## src/rtl/pls_gen.sv

```systemverilog
// pls_gen: divided free-running pulse generator with synchronized restart.
// Define PLS_GEN_BURST_EN to compile in the fixed-shape burst mode (2 high / 2 low per pulse).
module pls_gen (
  input  logic        rst,
  input  logic        clk,
  input  logic        clr,
  input  logic        en,
  input  logic [15:0] div,
  input  logic        bst_req,
  input  logic [6:0]  bst_num,
  output logic        plso,
  output logic        tick,
  output logic        bst_busy
);

`ifdef PLS_GEN_BURST_EN
  typedef enum logic [1:0] {RUN = 2'd0, B_HI = 2'd1, B_LO = 2'd2} state_t;
`else
  typedef enum logic [1:0] {RUN = 2'd0} state_t;
`endif

  state_t      r_state;
  logic [15:0] r_cnt;
  logic [15:0] r_div_q;
  logic        r_plso;
  logic        r_tick;
  logic        r_clr_s0;
  logic        r_clr_s1;
  logic [1:0]  r_warm;

  state_t      w_state_next;
  logic [15:0] w_cnt_next;
  logic [15:0] w_div_q_next;
  logic        w_plso_next;
  logic        w_tick_next;

  logic [15:0] w_div_eff;
  logic [15:0] w_dq;
  logic        w_wrap;
  logic [15:0] w_cnt_inc;
  logic        w_clr_rise;

  // Edges are only trusted once s1 holds a genuine sample, so inputs already
  // high when reset lifts do not look like a fresh rising edge.
  always_ff @(posedge clk or negedge rst) begin
    if (!rst) begin
      r_clr_s0 <= 1'b0;
      r_clr_s1 <= 1'b0;
      r_warm   <= 2'd0;
    end else begin
      r_clr_s0 <= clr;
      r_clr_s1 <= r_clr_s0;
      if (!r_warm[1]) r_warm <= r_warm + 2'd1;
    end
  end

  assign w_clr_rise = r_clr_s0 & ~r_clr_s1 & r_warm[1];

`ifdef PLS_GEN_BURST_EN
  logic       r_bst_s0;
  logic       r_bst_s1;
  logic [6:0] r_n;
  logic       r_ph;
  logic       r_busy;
  logic [6:0] w_n_next;
  logic       w_ph_next;
  logic       w_busy_next;
  logic       w_bst_rise;

  always_ff @(posedge clk or negedge rst) begin
    if (!rst) begin
      r_bst_s0 <= 1'b0;
      r_bst_s1 <= 1'b0;
      r_n      <= 7'd0;
      r_ph     <= 1'b0;
      r_busy   <= 1'b0;
    end else begin
      r_bst_s0 <= bst_req;
      r_bst_s1 <= r_bst_s0;
      r_n      <= w_n_next;
      r_ph     <= w_ph_next;
      r_busy   <= w_busy_next;
    end
  end

  assign w_bst_rise = r_bst_s0 & ~r_bst_s1 & r_warm[1];
  assign bst_busy   = r_busy;
`else
  logic w_unused;
  assign w_unused = ^{bst_req, bst_num};
  assign bst_busy = 1'b0;
`endif

  // The divisor that governs this cycle: a new one is adopted only at cnt==0.
  assign w_div_eff = (div < 16'd2) ? 16'd2 : div;
  assign w_dq      = (r_state == RUN && r_cnt == 16'd0) ? w_div_eff : r_div_q;
  assign w_wrap    = (r_cnt >= w_dq - 16'd1);
  assign w_cnt_inc = w_wrap ? 16'd0 : r_cnt + 16'd1;

  always_ff @(posedge clk or negedge rst) begin
    if (!rst) begin
      r_state <= RUN;
      r_cnt   <= 16'd0;
      r_div_q <= 16'd2;
      r_plso  <= 1'b0;
      r_tick  <= 1'b0;
    end else begin
      r_state <= w_state_next;
      r_cnt   <= w_cnt_next;
      r_div_q <= w_div_q_next;
      r_plso  <= w_plso_next;
      r_tick  <= w_tick_next;
    end
  end

  always_comb begin
    w_state_next = r_state;
    w_cnt_next   = r_cnt;
    w_div_q_next = r_div_q;
    w_plso_next  = r_plso;
    w_tick_next  = 1'b0;
`ifdef PLS_GEN_BURST_EN
    w_n_next     = r_n;
    w_ph_next    = r_ph;
    w_busy_next  = r_busy;
`endif
    if (r_state == RUN && r_cnt == 16'd0) w_div_q_next = w_div_eff;

    if (w_clr_rise) begin
      w_state_next = RUN;
      w_cnt_next   = 16'd0;
      w_plso_next  = 1'b0;
`ifdef PLS_GEN_BURST_EN
      w_ph_next    = 1'b0;
      w_busy_next  = 1'b0;
`endif
    end else begin
`ifdef PLS_GEN_BURST_EN
      case (r_state)
        RUN: begin
          if (w_bst_rise && bst_num != 7'd0) begin
            w_n_next     = bst_num;
            w_state_next = B_HI;
            w_ph_next    = 1'b0;
            w_plso_next  = 1'b1;
            w_busy_next  = 1'b1;
          end else if (en) begin
            w_cnt_next  = w_cnt_inc;
            w_plso_next = (w_cnt_inc >= (w_dq >> 1));
            w_tick_next = w_wrap;
          end
        end
        B_HI: begin
          if (!r_ph) begin
            w_ph_next = 1'b1;
          end else begin
            w_ph_next    = 1'b0;
            w_state_next = B_LO;
            w_plso_next  = 1'b0;
          end
        end
        B_LO: begin
          if (!r_ph) begin
            w_ph_next = 1'b1;
          end else begin
            w_ph_next = 1'b0;
            if (r_n == 7'd1) begin
              w_state_next = RUN;
              w_n_next     = 7'd0;
              w_cnt_next   = 16'd0;
              w_plso_next  = 1'b0;
              w_busy_next  = 1'b0;
            end else begin
              w_n_next     = r_n - 7'd1;
              w_state_next = B_HI;
              w_plso_next  = 1'b1;
            end
          end
        end
        default: w_state_next = RUN;
      endcase
`else
      if (en) begin
        w_cnt_next  = w_cnt_inc;
        w_plso_next = (w_cnt_inc >= (w_dq >> 1));
        w_tick_next = w_wrap;
      end
`endif
    end
  end

  assign plso = r_plso;
  assign tick = r_tick;

endmodule

```

## config.mk

```make
export PLATFORM = sky130hd
export DESIGN_NAME = pls_gen
export DESIGN_NICKNAME = d
export VERILOG_FILES = /design/src/rtl/pls_gen.sv
export SDC_FILE = /design/constraint.sdc
export NUM_CORES = 1
export LEC_CHECK = 0
export BUFFER_PORTS_ARGS = -buffer_cell sky130_fd_sc_hd__buf_2
export CAP_MARGIN = 20
export CORE_MARGIN = 2
export CORE_UTILIZATION = 54
export DETAILED_ROUTE_END_ITERATION = 6
export GPL_TIMING_DRIVEN = 1
export PLACE_DENSITY_LB_ADDON = 0.2
export SLEW_MARGIN = 20
export SYNTH_ARGS = -nofsm -noshare
export SYNTH_HDL_FRONTEND = slang
export SYNTH_SLANG_ARGS = --single-unit
```

## constraint.sdc

```tcl
create_clock -name clk -period 4.5 [get_ports clk]
set_input_delay 0.45 -clock clk [delete_from_list [all_inputs] [get_ports clk]]
set_output_delay 0.45 -clock clk [all_outputs]
set_load 0.02 [all_outputs]
```

=== Yosys cells after proc, flatten, opt, wreduce, memory -nomap -nowiden ===
Cells that the tools add are included.

* Add/sub/neg operators: 3
* Order comparisons: 3
* Mux-type cells: 10
* Bitwise gates (word level): 3
* Reductions and logical operators: 2

{| class="wikitable"
|+ Operators by type and width
! operator !! number
|-
| 16-bit two-way mux || 5
|-
| 16-bit by 1-bit adder with 16-bit output (second input constant) || 1
|-
| 16-bit by 15-bit >= comparator with 1-bit output || 1
|-
| 16-bit >= comparator || 1
|-
| 16-bit logical NOT || 1
|-
| 16-bit by 2-bit less-than comparator with 1-bit output (second input constant) || 1
|-
| 16-bit by 1-bit subtractor with 16-bit output (second input constant) || 1
|-
| 1-bit two-way mux || 4
|-
| 2-bit by 1-bit adder with 2-bit output (second input constant) || 1
|-
| 1-bit AND || 2
|-
| 2-bit two-way mux || 1
|-
| 2-bit nonzero test || 1
|-
| 1-bit inverter || 1
|}

* Register bits after elaboration: 38
* Bits of input ports: 28
* Output and inout bits: 3
* Logic and storage cells: 29

=== Depth between registers and ports, before layout ===
* Depth in word-level cells: 9
* Gate-level depth with buffers: 25
* Gate-level depth less buffers: 22

=== Least setup slack after synthesis ===
Ideal clock, no wire load.

* Path kind: in2reg
* Start point: input div[4]
* End point: register r_plso, in the netlist plso
* Setup time: 0.134 ns
* Arrival time: 4.830 ns
* Data required time: 4.366 ns
* Setup slack: -0.464 ns
* Stages: 22
* Buffers on the path: 1
* Path through: or4_4 nor4_4 nand2_1 o211ai_1 and2_1 ha_1 o21ai_0 xnor2_1 ha_1 a21o_1 a211oi_1 o21ai_0 a31oi_1 nand2_1 clkbuf_1 nor2_1 ha_1 a21o_1 a2111oi_0 nand2_1 o21ai_0 o211ai_1

* Word-level cells in the longest chain between the ends: 9

{| class="wikitable"
|+ Ends and longest elaborated chain
! element !! RTL line !! text
|-
| start: declaration || 8 || <nowiki>input logic [15:0] div,</nowiki>
|-
| 16-bit by 2-bit less-than comparator with 1-bit output || 95 || <nowiki>assign w_div_eff = (div < 16'd2) ? 16'd2 : div;</nowiki>
|-
| 16-bit two-way mux * || 95 ||
|-
| 16-bit two-way mux * || n/a ||
|-
| 16-bit by 1-bit subtractor with 16-bit output || 97 || <nowiki>assign w_wrap = (r_cnt >= w_dq - 16'd1);</nowiki>
|-
| 16-bit >= comparator || 97 ||
|-
| 16-bit two-way mux || 98 || <nowiki>assign w_cnt_inc = w_wrap ? 16'd0 : r_cnt + 16'd1;</nowiki>
|-
| 16-bit by 15-bit >= comparator with 1-bit output * || 185 || <nowiki>w_plso_next = (w_cnt_inc >= (w_dq >> 1));</nowiki>
|-
| 1-bit two-way mux * || 183 || <nowiki>if (en) begin</nowiki>
|-
| 1-bit two-way mux * || 129 || <nowiki>if (w_clr_rise) begin</nowiki>
|-
| end signal: assignment || 111 || <nowiki>r_plso <= w_plso_next;</nowiki>
|-
| end: declaration || 25 || <nowiki>logic r_plso;</nowiki>
|}

Every way passes the cells marked *; elsewhere a longest branch is shown, timed or not. The select of a mux whose other input is x is not followed.
A chain may end at the register's enable or synchronous reset.

=== Final worst setup path ===
* Start point: input div[5]
* End point: register r_plso, in the netlist plso

The elaborated chain is that of the path after synthesis.

==> results_dict.tcl <==
set metrics [dict create \
    status "finished, violations left" \
    violations "setup timing" \
    synth_area_um2 3180 \
    cp.required_ps 4680 \
    ioPinCount 31 \
    multiInputGateArea_um2 2210 \
    numCtsBuffers 5 \
    vdd_ir_drop_max_v 0.000283 \
    track_usage_pct 28.2 \
    layout-drive-gt1-share_pct 28.8 \
    vias 2885 \
    fp.coreArea_um2 5610 \
    yosysSeqAreaShare_pct 29.9 \
    synthCells 355 \
    skew_ps 9.95 \
    grt_pass1_wl_mm 13.9 \
    wire_per_inst_um 16.6 \
    fmaxAchievable_mhz 219 \
    die_w_um 80.8 \
    tightest_slew_ps 876 \
    holdBufCountCts 0 \
    synth-async-reset-ratio_pct 100 \
    cp.arrival_ps 4740 \
    port_buffers 21 \
    powerDensity_nw_per_um2 480 \
    grt_max_degree 39 \
    cts-root-buf "clkbuf_8" \
    drc 0 \
    gr-total-overflow 0 \
    post-route-min-period_ps 4560 \
    cts-htree-levels 2 \
    max_slew_margin_pct 41.6 \
    pre_cts_ws_ps -516 \
    register_area_um2 952 \
    row_count 27 \
    grt_pass1_vias 2910 \
    drt_wl_total_mm 8.30 \
    synth_most_common_cell "dfrtp_1" \
    fin_area_um2 4040 \
    syn_avg_cell_area_um2 8.96 \
    area_growth_pct 26.9 \
    hold_viol 0 \
    tns_ps -62.3 \
    synth-adder-area-share_pct 13.4 \
    max_cap_violations 0 \
    synth_nets 417 \
    n_antenna_cell 0 \
    viasPerCell 5.78 \
    placed_cells 485 \
    fill_cells 433 \
    clk_latency_ps 300 \
    yosys.area_share.simple_pct 23.6 \
    cts_tree "done" \
    synth_seq_cells 38 \
    yosys_warnings 0 \
    muxShareOfSynthArea_pct 6.45 \
    leakage_nw 1.93 \
    post-dp-hpwl_mm 6.20 \
    utilization_pct 72.0 \
    synth_top_area_share_pct 29.1 \
    power.total_mw 1.94 \
    finalSetupViolations 1 \
    dieArea_um2 6520 \
    placed_cell_area_um2 3720 \
    critical_path_class "in2reg" \
    hold_class "in2reg" \
    antenna_found_initial 0 \
    start_util_pct 56.7 \
    layout.nets 488 \
    synth-compound-area-share_pct 14.7 \
    ys_top_cells_by_count "dfrtp_1, ha_1, nor2_1" \
    synth_edf_count 0 \
    yosys-top-cells-area "dfrtp_1, ha_1, xnor2_1" \
    rsz0062_at_grt "yes" \
    period_share_pct 101 \
    hold-worst-slack_ps 252 \
    path_clk_slew_ps 80 \
    critPathMaxFanout 7 \
    ant_nets 0 \
    finalWorstSetupSlack_ps -62.3 \
    yosys.cell_types.count 50 \
    synthXorXnorAreaFrac_pct 6.33 \
    gp_congestion 0.886 \
    die_h_um 80.8 \
    synth_top_cell_by_area "dfrtp_1" \
    synth_top_family_by_area "simple AND/OR/NAND/NOR gates" \
    first_pass_iters 4 \
    slew_violations 0 \
    critPathCaptureType "register" \
    drtIter0Drc 146 \
    final_cells 499 \
    startpoint_type "primary input" \
    synth_flop_cell "dfrtp_1" \
    rrSetupSlack_ps -50 \
    clock_path_buffers 2 \
    cts_sinks 38 \
]
[timing repair]
item / in CTS / in global routing
resized for setup: 17 / 6
pin swaps: 17 / 2
setup buffers: 5 / 1
endpoints found under the setup margin: 1 / 1
[cell usage in the layout (no fill, tap or decap), types with 4 or more instances in the layout]
| master | instances |
|---|---|
| xor2_1 | 4 |
| buf_2 | 20 |
| nor3_1 | 12 |
| nand2_1 | 31 |
| and2_1 | 7 |
| inv_1 | 22 |
| dfrtp_1 | 37 |
| nand2b_1 | 4 |
| o211a_1 | 4 |
| buf_4 | 55 |
| nand3_1 | 14 |
| nor4_1 | 4 |
| nand4_1 | 8 |
| xnor2_1 | 19 |
| nor2_1 | 31 |
| o21a_1 | 4 |
| o21ai_0 | 10 |
| o22ai_1 | 4 |
| mux2i_4 | 5 |
| a21o_1 | 4 |
| nand3b_1 | 4 |
| mux2i_1 | 6 |
| o211ai_1 | 8 |
| a31oi_1 | 11 |
| ha_1 | 32 |
| a21oi_1 | 10 |
| clkbuf_8 | 6 |
[registers in the layout, indices dropped and copies added, names as in the netlist]
| register | cells |
|---|---|
| r_cnt | 16 |
| r_clr_s0 | 1 |
| plso | 1 |
| r_div_q | 16 |
| r_warm | 2 |
| r_clr_s1 | 1 |
| tick | 1 |
[final cells by class]
type / count / area share [%]
sequential: 38 / 23.6
clock inverter: 2 / 1.49
tap: 72 / 2.23
clock buffer: 6 / 2.04
inverter: 22 / 2.04
multi-input combinational: 280 / 54.7
timing repair buffer: 79 / 13.9
[path summary, 6_finish.rpt]
| kind | cells after the start | end | startpoint |
|---|---|---|---|
| min | 1 | r_clr_s0$_DFF_PN0_ | clr |
| max in group asynchronous | 1 | r_cnt[1]$_DFFE_PN0P_ | rst |
| max reg2reg | 22 | plso$_DFFE_PN0P_ | r_cnt[1]$_DFFE_PN0P_ |
| max | 23 | plso$_DFFE_PN0P_ | div[5] |
| min in group asynchronous | 1 | r_div_q[5]$_DFF_PN0_ | rst |
| min reg2reg | 0 | r_clr_s1$_DFF_PN0_ | r_clr_s0$_DFF_PN0_ |
[power breakdown]
part	internal [mW]	total (mW)	leakage (nW)	switching (mW)
sequential	0.427	0.506	0.480	0.0789
combinational	0.530	1.07	1.38	0.536
clock	0.237	0.368	0.0714	0.131
total	1.19	1.94	1.93	0.746
[layer usage]
metal / wire, µm / global-route usage [%]
met3: 381 / 4.78
met5: 0 / 0
met4: 192 / 9.32
met1: 3790 / 36.3
met2: 3940 / 48.3
[cells by family after synthesis]
kind of cell / Yosys count
simple gates: 137
fa+ha+maj: 34
xor+xnor: 23
compound gates: 71
buf+inv: 37
other cells: 1
flops: 38
mux: 14
[critical path, cell delays in order]
cell and delay [ps]:
buf_2 110, or4_4 540, nor4_4 200, nand2_1 110, o211ai_1 250, and2_4 210
ha_4 160, o21ai_4 70, xnor2_1 170, ha_1 260, a21o_1 190, a211oi_2 160
o21ai_1 110, a31oi_2 250, nand2_1 100, buf_6 140, nor2_4 100, ha_4 210
a21o_1 200, a2111oi_4 360, nand2_1 110, o21ai_2 140, o211ai_1 100
No activity file was read; power rests on OpenSTA's default activity.
